`config.mk`:
```
export PLATFORM = sky130hd
export DESIGN_NAME = debug_request_responder
export DESIGN_NICKNAME = d
export VERILOG_FILES = /design/src/rtl/debug_request_responder.sv
export SDC_FILE = /design/constraint.sdc
export NUM_CORES = 1
export LEC_CHECK = 0
export CORE_ASPECT_RATIO = 0.8
export CORE_MARGIN = 2
export CORE_UTILIZATION = 38
export CTS_BUF_LIST = sky130_fd_sc_hd__clkbuf_2 sky130_fd_sc_hd__clkbuf_4 sky130_fd_sc_hd__clkbuf_8
export DETAILED_ROUTE_END_ITERATION = 7
export GPL_ROUTABILITY_DRIVEN = 0
export PLACE_DENSITY_LB_ADDON = 0.12
export SETUP_SLACK_MARGIN = 0.4
export SLEW_MARGIN = 10
export SYNTH_ARGS = -nofsm -noshare
export SYNTH_HDL_FRONTEND = slang
export SYNTH_SLANG_ARGS = --single-unit
```
`constraint.sdc`:
```
create_clock -name CLK -period 4.45 [get_ports CLK]
set_input_delay 0.89 -clock CLK [delete_from_list [all_inputs] [get_ports CLK]]
set_output_delay 0.89 -clock CLK [all_outputs]
set_load 0.005 [all_outputs]
```
`src/rtl/debug_request_responder.sv`:
```
// CPU-side responder for the debug request/acknowledge handshake: decodes the latched
// command, runs it on the CPU bus or core run-control, then pulses ACKX.
module debug_request_responder #(
  parameter int unsigned AW            = 16,
  parameter int unsigned DW            = 16,
  parameter int unsigned TIMEOUT       = 255,
  parameter int unsigned ACK_CYCLES    = 2,
  parameter bit          HALT_ON_RESET = 1'b0
) (
  input  logic          CLK,
  input  logic          RESET,
  input  logic          REQX,
  input  logic [2:0]    OPCODE,
  input  logic [AW-1:0] ADDR,
  input  logic [DW-1:0] WDATA,
  output logic          ACKX,
  output logic [DW-1:0] RDATA,
  output logic          ERR,
  output logic          BUSY,
  output logic          BUS_REQ,
  input  logic          BUS_GNT,
  output logic [AW-1:0] BUS_ADDR,
  output logic [DW-1:0] BUS_DOUT,
  output logic          BUS_RD,
  output logic          BUS_WR,
  input  logic [DW-1:0] BUS_DIN,
  input  logic          BUS_RDY,
  output logic          HALTED,
  output logic          STEP
);

  localparam logic [2:0] OpRd     = 3'd1;
  localparam logic [2:0] OpWr     = 3'd2;
  localparam logic [2:0] OpHalt   = 3'd3;
  localparam logic [2:0] OpResume = 3'd4;
  localparam logic [2:0] OpStep   = 3'd5;
  localparam logic [2:0] OpRdInc  = 3'd6;
  localparam logic [2:0] OpWrInc  = 3'd7;

  localparam int unsigned TW = (TIMEOUT > 1) ? $clog2(TIMEOUT) : 1;
  localparam int unsigned CW = (ACK_CYCLES > 1) ? $clog2(ACK_CYCLES) : 1;
  localparam logic [TW-1:0] TLast = TW'(TIMEOUT - 1);
  localparam logic [CW-1:0] ALast = CW'(ACK_CYCLES - 1);

  typedef enum logic [2:0] {StIdle, StGrant, StAccess, StAck, StRelease} state_e;

  state_e          state_q;
  logic [2:0]      op_q;
  logic [DW-1:0]   wdata_q;
  logic [AW-1:0]   ptr_q;
  logic [TW-1:0]   tcnt_q;
  logic [CW-1:0]   acnt_q;
  logic            ackx_q, err_q, busy_q, bus_req_q, bus_rd_q, bus_wr_q, halted_q, step_q;
  logic [DW-1:0]   rdata_q, bus_dout_q;
  logic [AW-1:0]   bus_addr_q;

  logic is_rd, is_inc, done, tmo;

  always_comb begin
    is_rd  = (op_q == OpRd) || (op_q == OpRdInc);
    is_inc = (op_q == OpRdInc) || (op_q == OpWrInc);
    done   = (state_q == StAccess) && BUS_RDY;
    // Completion in ACCESS wins over a timeout landing on the same cycle.
    tmo    = !done && (tcnt_q == TLast);
  end

  always_ff @(posedge CLK or posedge RESET) begin
    if (RESET) begin
      state_q    <= StIdle;
      op_q       <= 3'd0;
      wdata_q    <= '0;
      ptr_q      <= '0;
      tcnt_q     <= '0;
      acnt_q     <= '0;
      ackx_q     <= 1'b0;
      rdata_q    <= '0;
      err_q      <= 1'b0;
      busy_q     <= 1'b0;
      bus_req_q  <= 1'b0;
      bus_addr_q <= '0;
      bus_dout_q <= '0;
      bus_rd_q   <= 1'b0;
      bus_wr_q   <= 1'b0;
      halted_q   <= HALT_ON_RESET;
      step_q     <= 1'b0;
    end else begin
      step_q <= 1'b0;
      unique case (state_q)
        StIdle: begin
          if (REQX) begin
            op_q    <= OPCODE;
            wdata_q <= WDATA;
            err_q   <= 1'b0;
            busy_q  <= 1'b1;
            case (OPCODE)
              OpRd, OpWr, OpRdInc, OpWrInc: begin
                if ((OPCODE == OpRd) || (OPCODE == OpWr)) ptr_q <= ADDR;
                bus_req_q <= 1'b1;
                tcnt_q    <= '0;
                state_q   <= StGrant;
              end
              default: begin
                if (OPCODE == OpHalt) halted_q <= 1'b1;
                if (OPCODE == OpResume) halted_q <= 1'b0;
                if (OPCODE == OpStep) begin
                  if (halted_q) step_q <= 1'b1;
                  else          err_q  <= 1'b1;
                end
                ackx_q  <= 1'b1;
                acnt_q  <= '0;
                state_q <= StAck;
              end
            endcase
          end
        end
        StGrant, StAccess: begin
          if (done || tmo) begin
            if (done && is_rd) rdata_q <= BUS_DIN;
            if (done && is_inc) ptr_q <= ptr_q + AW'(1);
            if (tmo) err_q <= 1'b1;
            bus_req_q  <= 1'b0;
            bus_rd_q   <= 1'b0;
            bus_wr_q   <= 1'b0;
            bus_addr_q <= '0;
            bus_dout_q <= '0;
            ackx_q     <= 1'b1;
            acnt_q     <= '0;
            state_q    <= StAck;
          end else begin
            tcnt_q <= tcnt_q + TW'(1);
            if ((state_q == StGrant) && BUS_GNT) begin
              bus_addr_q <= ptr_q;
              bus_rd_q   <= is_rd;
              bus_wr_q   <= !is_rd;
              if (!is_rd) bus_dout_q <= wdata_q;
              state_q    <= StAccess;
            end
          end
        end
        StAck: begin
          if (acnt_q == ALast) begin
            ackx_q  <= 1'b0;
            state_q <= StRelease;
          end else begin
            acnt_q <= acnt_q + CW'(1);
          end
        end
        StRelease: begin
          // Only a dropped REQX re-arms IDLE, so a stuck request cannot replay a command.
          if (!REQX) begin
            busy_q  <= 1'b0;
            state_q <= StIdle;
          end
        end
        default: state_q <= StIdle;
      endcase
    end
  end

  assign ACKX     = ackx_q;
  assign RDATA    = rdata_q;
  assign ERR      = err_q;
  assign BUSY     = busy_q;
  assign BUS_REQ  = bus_req_q;
  assign BUS_ADDR = bus_addr_q;
  assign BUS_DOUT = bus_dout_q;
  assign BUS_RD   = bus_rd_q;
  assign BUS_WR   = bus_wr_q;
  assign HALTED   = halted_q;
  assign STEP     = step_q;

endmodule

```
==> results by group, run 1 <==
Outcome
  – Status: completed

STA
  – Fin crit period: 2.74 ns
  – RSZ-0062 raised after global routing: no
  – Worst slew pin tran: about 1.1 ns
  – Final setup viols: 0
  – Max Clk Rate: 366 MHz
  – Tcrit/Tclk final: 61.5%
  – Slew HR: roughly 25%
  – Final hold violation count: 0
  – Slew Viols, Final: 0
  – WHS: between 0.4 and 0.5 ns
  – Final TNS setup: 0 ns
  – Skew final: 0.00980 ns
  – Post-route setup slack: ~1.7 ns

Synthesis
  – Most common cell in the synthesized netlist: dfrtp_1
  – Sequential-to-total area share from yosys stat: 54.6%
  – Synth unique cells: 63
  – Post-synth top area share: 54.6%
  – Synth area leaders: dfrtp_1 (55%), mux2_2 (8.1%), a22o_1 (6.1%)
  – Most used DFF post-synth: dfrtp_1
  – Synth top cells by count: dfrtp_1 (103), mux2_2 (34), a22o_1 (33)
  – Mapped Cells: roughly 400
  – Yosys top cell by area: dfrtp_1
  – Synthesized area per cell: between 10 and 15 sq um
  – EDFF count, synth: 0
  – Ys Warns: 0
  – FFs w/ async S/R, synth: 100%
  – Syn Std Cell Area: 0.00472 sq mm
  – FF+latch count, synth: between 100 and 150
  – Syn_nets: ~460

Placed design
  – Port Buffers: about 110
  – Post-detail-place hpwl: ~7500 um
  – Pre-CTS setup slack: 1.30 ns

Drt
  – Drt via density: roughly 5.4
  – DRT antenna net count: 0
  – First-pass iteration count of the detailed router: 4
  – Routed wire per std cell: about 17 um
  – Initial DRC Count: 208
  – Via count: about 3,500
  – Total wire length: between 10,000 and 15,000 um
  – Post-route DRC: 0

Clocking
  – Postcts setup bufs: 0
  – Root Driver: clkbuf_8
  – CTS Hold Bufs: 0
  – Latest clock arrival within the worst-skew pair: approximately 0.37 ns
  – CTS Sinks: slightly above 100
  – H-Tree Depth: 3
  – Post-CTS sizing: 0
  – CTS tree: yes
  – Total CTS buffers: 9
  – Worst-path clk slew: roughly 0.090 ns
  – Max clock buf depth: 2

GRT
  – Largest net degree at the start of global routing: 66
  – Gr usage total: between 10% and 20%
  – Met1 Usage GRT: between 20% and 30%
  – First-pass GRT wire length: roughly 18,000 um
  – Congestion Overflow GR: 0
  – GR Util met2: 25.4%
  – Initial antenna violation count: 0
  – Met3 Use GR: under 10%
  – GR peak layer: met2
  – Vias in the first global route: roughly 3,400

Finish
  – Layout cells sized above 1: 14.4%
  – Ant. Diodes: 0
  – Nets: 562
  – Layout overhead on the synthesized area: 29.5%
  – Core Util, Final: ~50%

Worst setup path
  – CP Data Required Time: between 4 and 5 ns
  – Crit path buffers/inverters: 1
  – Maximum fanout along the worst path: 23
  – Critical Path AT: 2.99 ns
  – Cell family with most CP delay: simple AND/OR/NAND/NOR gates
  – Crit end category: flop
  – CP cell instances: clkdlybuf4s50_1, nor3b_4, mux2_2
  – Critical path launch point type: input port
  – CP max stage delay: between 0.9 and 1 ns
  – Critical path's slowest cell: nor3b_4
  – Critical path type: in2reg

Power and ir drop
  – Reg power frac: 41.5%
  – Pwr Density: approximately 660 mW/mm^2
  – Internal: about 2.6 mW
  – Worst VDD drop: approximately 260 uV
  – Clock power frac: between 10% and 20%
  – Comb pwr share: 42.8%
  – Leak: 2.53 nW
  – Sw Share: a little over a third
  – NetSw: about 1.5 mW

Floorplanning
  – Die W: between 100 and 150 um
  – Die footprint: approximately 0.013 sq mm
  – Starting Density: around two fifths
  – Num rows: 36
  – Die height: 104 um
  – Core ar.: between 0.01 and 0.015 sq mm
  – Io pins: around 110

Hold path
  – Hold WC Path Type: reg2reg

Run
  – Max-cap violations: 0
worst paths after layout:
check / startpoint / cells past startpoint / to / slack (ns)
worst max-delay path: REQX / 3 / wdata_q[4] / 1.71
worst min-delay path: tcnt_q[7] / 1 / tcnt_q[7] / 0.48
worst max register to register: state_q[0] / 3 / wdata_q[4] / 1.98
worst min register to register: tcnt_q[7] / 1 / tcnt_q[7] / 0.48
max in group asynchronous: RESET / 3 / ptr_q[9] / 2.60
min in group asynchronous: RESET / 2 / BUS_ADDR[7] / 1.04
placed cells by master (no fill, tap or decap), drive strengths merged, types with 3 or more instances in the layout:
master	n
o21ai	26
nand3b	3
and3	6
nand3	14
a22o	33
mux2	35
o22ai	9
nor2	21
clkdlybuf4s50	111
a31oi	7
a2bb2oi	6
buf	3
and4	5
nand2	30
clkbuf	12
ha	3
nand2b	5
nor3	4
nand4	4
dfrtp	103
o31ai	3
o22a	3
a21oi	24
inv	5
cell type report:
cell class	count	area, sq um
fillers	1118	6040
clock inverters	4	51.3
flip-flops and latches	103	2580
clock buffers	12	165
multi-input cells	271	1980
inverters	4	17.5
well taps	152	190
repair buffers	114	1130
flip-flops by register name, summed over array words and instances (netlist names), 3 cells and up:
name and count:
state_q 3, BUS_ADDR 16, ptr_q 16, RDATA 16
op_q 3, wdata_q 16, tcnt_q 8, BUS_DOUT 16
kinds of logic (layout without fill, tap and decap cells):
group | Yosys count | count (layout) | synth area share [%]
mux | 35 | 35 | 8.34
simple gates | 104 | 104 | 12.8
xor+xnor | 3 | 3 | 0.556
fa+ha+maj | 3 | 3 | 0.795
compound gates | 126 | 126 | 19.3
buf+inv | 28 | 134 | 3.58
flops | 103 | 103 | 54.6
stage by stage:
stage / power [mW] / instances / area [sq um]
floorplan: 2.76 / 402 / 4720
global placement: 3.41 / 644 / 5900
detailed placement: 3.45 / 644 / 5900
CTS: 4.11 / 660 / 6120
global route: 4.38 / 660 / 6120
finish: 4.06 / 660 / 6120
power by group through the flow:
| stage | sequential, mW | clock [mW] | combinational, mW |
|---|---|---|---|
| global route | 1.75 | 0.700 | 1.93 |
| CTS | 1.69 | 0.661 | 1.76 |
| global placement | 1.69 | 0 | 1.72 |
| floorplan | 1.60 | 0 | 1.16 |
| finish | 1.69 | 0.635 | 1.74 |
| detailed placement | 1.70 | 0 | 1.75 |
layer usage:
layer,vias up,part of all wire (%),wire (um)
met4,0,1.2,138
li1,1697,-,-
met5,-,0,0
met1,1757,48,5300
met2,72,45,4990
met3,12,6.0,670
(Power assumes the default switching activity.)
==> run 2: changes to the inputs <==
Clock period 4.45 ns to 2.2 ns, I/O delays scaled along.
==> run 2 against run 1 <==
Worst hold slack got worse by 0.061 ns. Die area unchanged. Combinational power increased by 150%. Sequential share of layout area decreased by 3.4 points. First-iteration DRC count increased by 9.6%. Highest routed layer unchanged.
==> results by group, run 2 (synthesis gave the netlist of run 1 again) <==
Outcome
  – Status: completed

Drt
  – Via count: 3,745 (+5.9%)
  – DRT antenna net count: 0 (unchanged)
  – Initial DRC Count: 228 (+9.6%)
  – Total wire length: 11,900 um (+7.3%)
  – Post-route DRC: 0 (unchanged)
  – First-pass iteration count of the detailed router: 4 (unchanged)
  – Routed wire per std cell: 17.0 um (+0.85%)
  – Drt via density: 5.33 (-0.48%)

Finish
  – Most common cell after layout, fill and taps aside: clkdlybuf4s50_1
  – Layout overhead on the synthesized area: 41.0%
  – Fillers: 1,070 (-4.3%)
  – Most frequent cells in the layout: clkdlybuf4s50_1 (107), dfrtp_1 (101), mux2_2 (34)
  – Nets: 604 (+7.5%)
  – Ant. Diodes: 0 (unchanged)
  – Finished Layout Cells: 702 (+6.4%)
  – Layout cells sized above 1: 23.8% (+9.4 points)
  – Core Util, Final: 54.8% (+4.5 points)

Clocking
  – Total CTS buffers: 9 (unchanged)
  – CTS tree: yes
  – CTS Sinks: 103 (unchanged)
  – Root Driver: clkbuf_8
  – Worst-path clk slew: 0.10 ns (about the same)
  – Latest clock arrival within the worst-skew pair: 0.37 ns (about the same)
  – H-Tree Depth: 3 (unchanged)
  – Max clock buf depth: 2 (unchanged)

STA
  – Fin crit period: around 1.8 ns
  – Slew Viols, Final: 0 (unchanged)
  – Worst slew pin tran: 0.532 ns (-0.594 ns)
  – Tcrit/Tclk final: slightly above 80%
  – Slew HR: 64.4% (+40 points)
  – Final hold violation count: 0 (unchanged)
  – Max Clk Rate: around 560 MHz
  – Final setup viols: 0 (unchanged)
  – Skew final: 0.0125 ns (+0.00274 ns)
  – RSZ-0062 raised after global routing: yes

Run
  – Max-cap violations: 0 (unchanged)

GRT
  – Gr usage total: 18.0% (+0.74 points)
  – Vias in the first global route: 3,733 (+8.6%)
  – Congestion Overflow GR: 0 (unchanged)
  – First-pass GRT wire length: 19,200 um (+5.1%)
  – Initial antenna violation count: 0 (unchanged)
  – Largest net degree at the start of global routing: 45 (-32%)

Worst setup path
  – Critical path type: reg2reg
  – Crit end category: flop
  – CP cell instances: buf_4, and4bb_4, a21oi_4, buf_12, nand4_1, or3_1, o21ai_0
  – Critical Path AT: 2.06 ns (-0.93 ns)
  – Critical path launch point type: flop
  – Maximum fanout along the worst path: 9 (-61%)
  – Crit path buffers/inverters: 2 (+1)
  – Critical path's slowest cell: dfrtp_2
  – Cell family with most CP delay: simple AND/OR/NAND/NOR gates
  – CP max stage delay: 0.47 ns (-0.51 ns)
  – CP Data Required Time: 2.48 ns (-2.22 ns)

Placed design
  – Post-detail-place hpwl: 7760 um (+3.6%)
  – Cells after DPL: 664 (+3.1%)
  – Port Buffers: 111 (unchanged)

Floorplanning
  – Io pins: 112 (unchanged)
  – Core ar.: 0.0122 sq mm (unchanged)
  – Die height: 104 um (unchanged)
  – Starting Density: 38.8% (unchanged)
  – Die footprint: 0.0133 sq mm (unchanged)
  – Die W: 129 um (unchanged)
  – Num rows: 36 (unchanged)

Power and ir drop
  – Worst VDD drop: 612 uV (+140%)
  – Leak: 2.84 nW (+12%)
  – Pwr Density: 1320 mW/mm^2 (+100%)

Hold path
  – Hold WC Path Type: in2async
run 2: where the power goes:
group          total (mW)  switching, mW  internal (mW)
logic                4.31           1.89           2.41
clock network        1.19          0.693          0.494
registers            3.33          0.630           2.70
run 2: per-layer routing:
layer / up-vias / GRT usage [%] / wire length [um]
met5: - / 0 / 0
li1: 1783 / - / -
met2: 88 / 27.5 / 5490
met1: 1863 / 24.6 / 5530
met4: 0 / 4.43 / 115
met3: 11 / 6.04 / 770
run 2: path summary, 6_finish.rpt:
path | from | to | slack (ns) | depth (start not counted)
max | state_q[1] | tcnt_q[4] | 0.43 | 7
min | RESET | RDATA[0] | 0.42 | 2
max reg2reg | state_q[1] | tcnt_q[4] | 0.43 | 7
min reg2reg | BUS_WR | BUS_WR | 0.49 | 1
max in group asynchronous | RESET | state_q[1] | 1.21 | 3
min in group CLK | OPCODE[2] | op_q[2] | 0.45 | 2
run 2: layout make-up:
cell class / instances / area, sq um / share of cell area, %
well taps: 152 / 190 / 2.85
flip-flops and latches: 103 / 2580 / 38.7
multi-input cells: 271 / 2070 / 31.0
clock inverters: 5 / 50.0 / 0.751
inverters: 4 / 18.8 / 0.282
repair buffers: 156 / 1610 / 24.1
clock buffers: 11 / 151 / 2.27
run 2: stage by stage:
step                      cell area [sq um]  power (mW)  setup WS (ns)  TNS [ns]  hold WS (ns)
after floorplan                        4730        5.58          0.462         0         0.437
after global placement                 6120        7.13       -0.00665   -0.0126         0.465
after detailed placement               6120        7.22        -0.0750    -0.356         0.467
after CTS                              6410        8.58          0.391         0         0.410
after global routing                   6660        9.51          0.331         0         0.426
final                                  6660        8.83          0.427         0         0.419
run 2: repair_timing:
action                     4_1_cts  5_1_grt
hold buffers                     0        0
pin swaps                        3        8
gates resized for setup          6       27
gates cloned                     0        3
buffers inserted                 4       15
setup endpoints to repair       94       83
run 2: worst reg2reg max path, stage by stage (launching register included):
cell	delay, ns
dfrtp_2	0.47
buf_4	0.17
and4bb_4	0.23
a21oi_4	0.17
buf_12	0.15
nand4_1	0.11
or3_1	0.31
o21ai_0	0.08
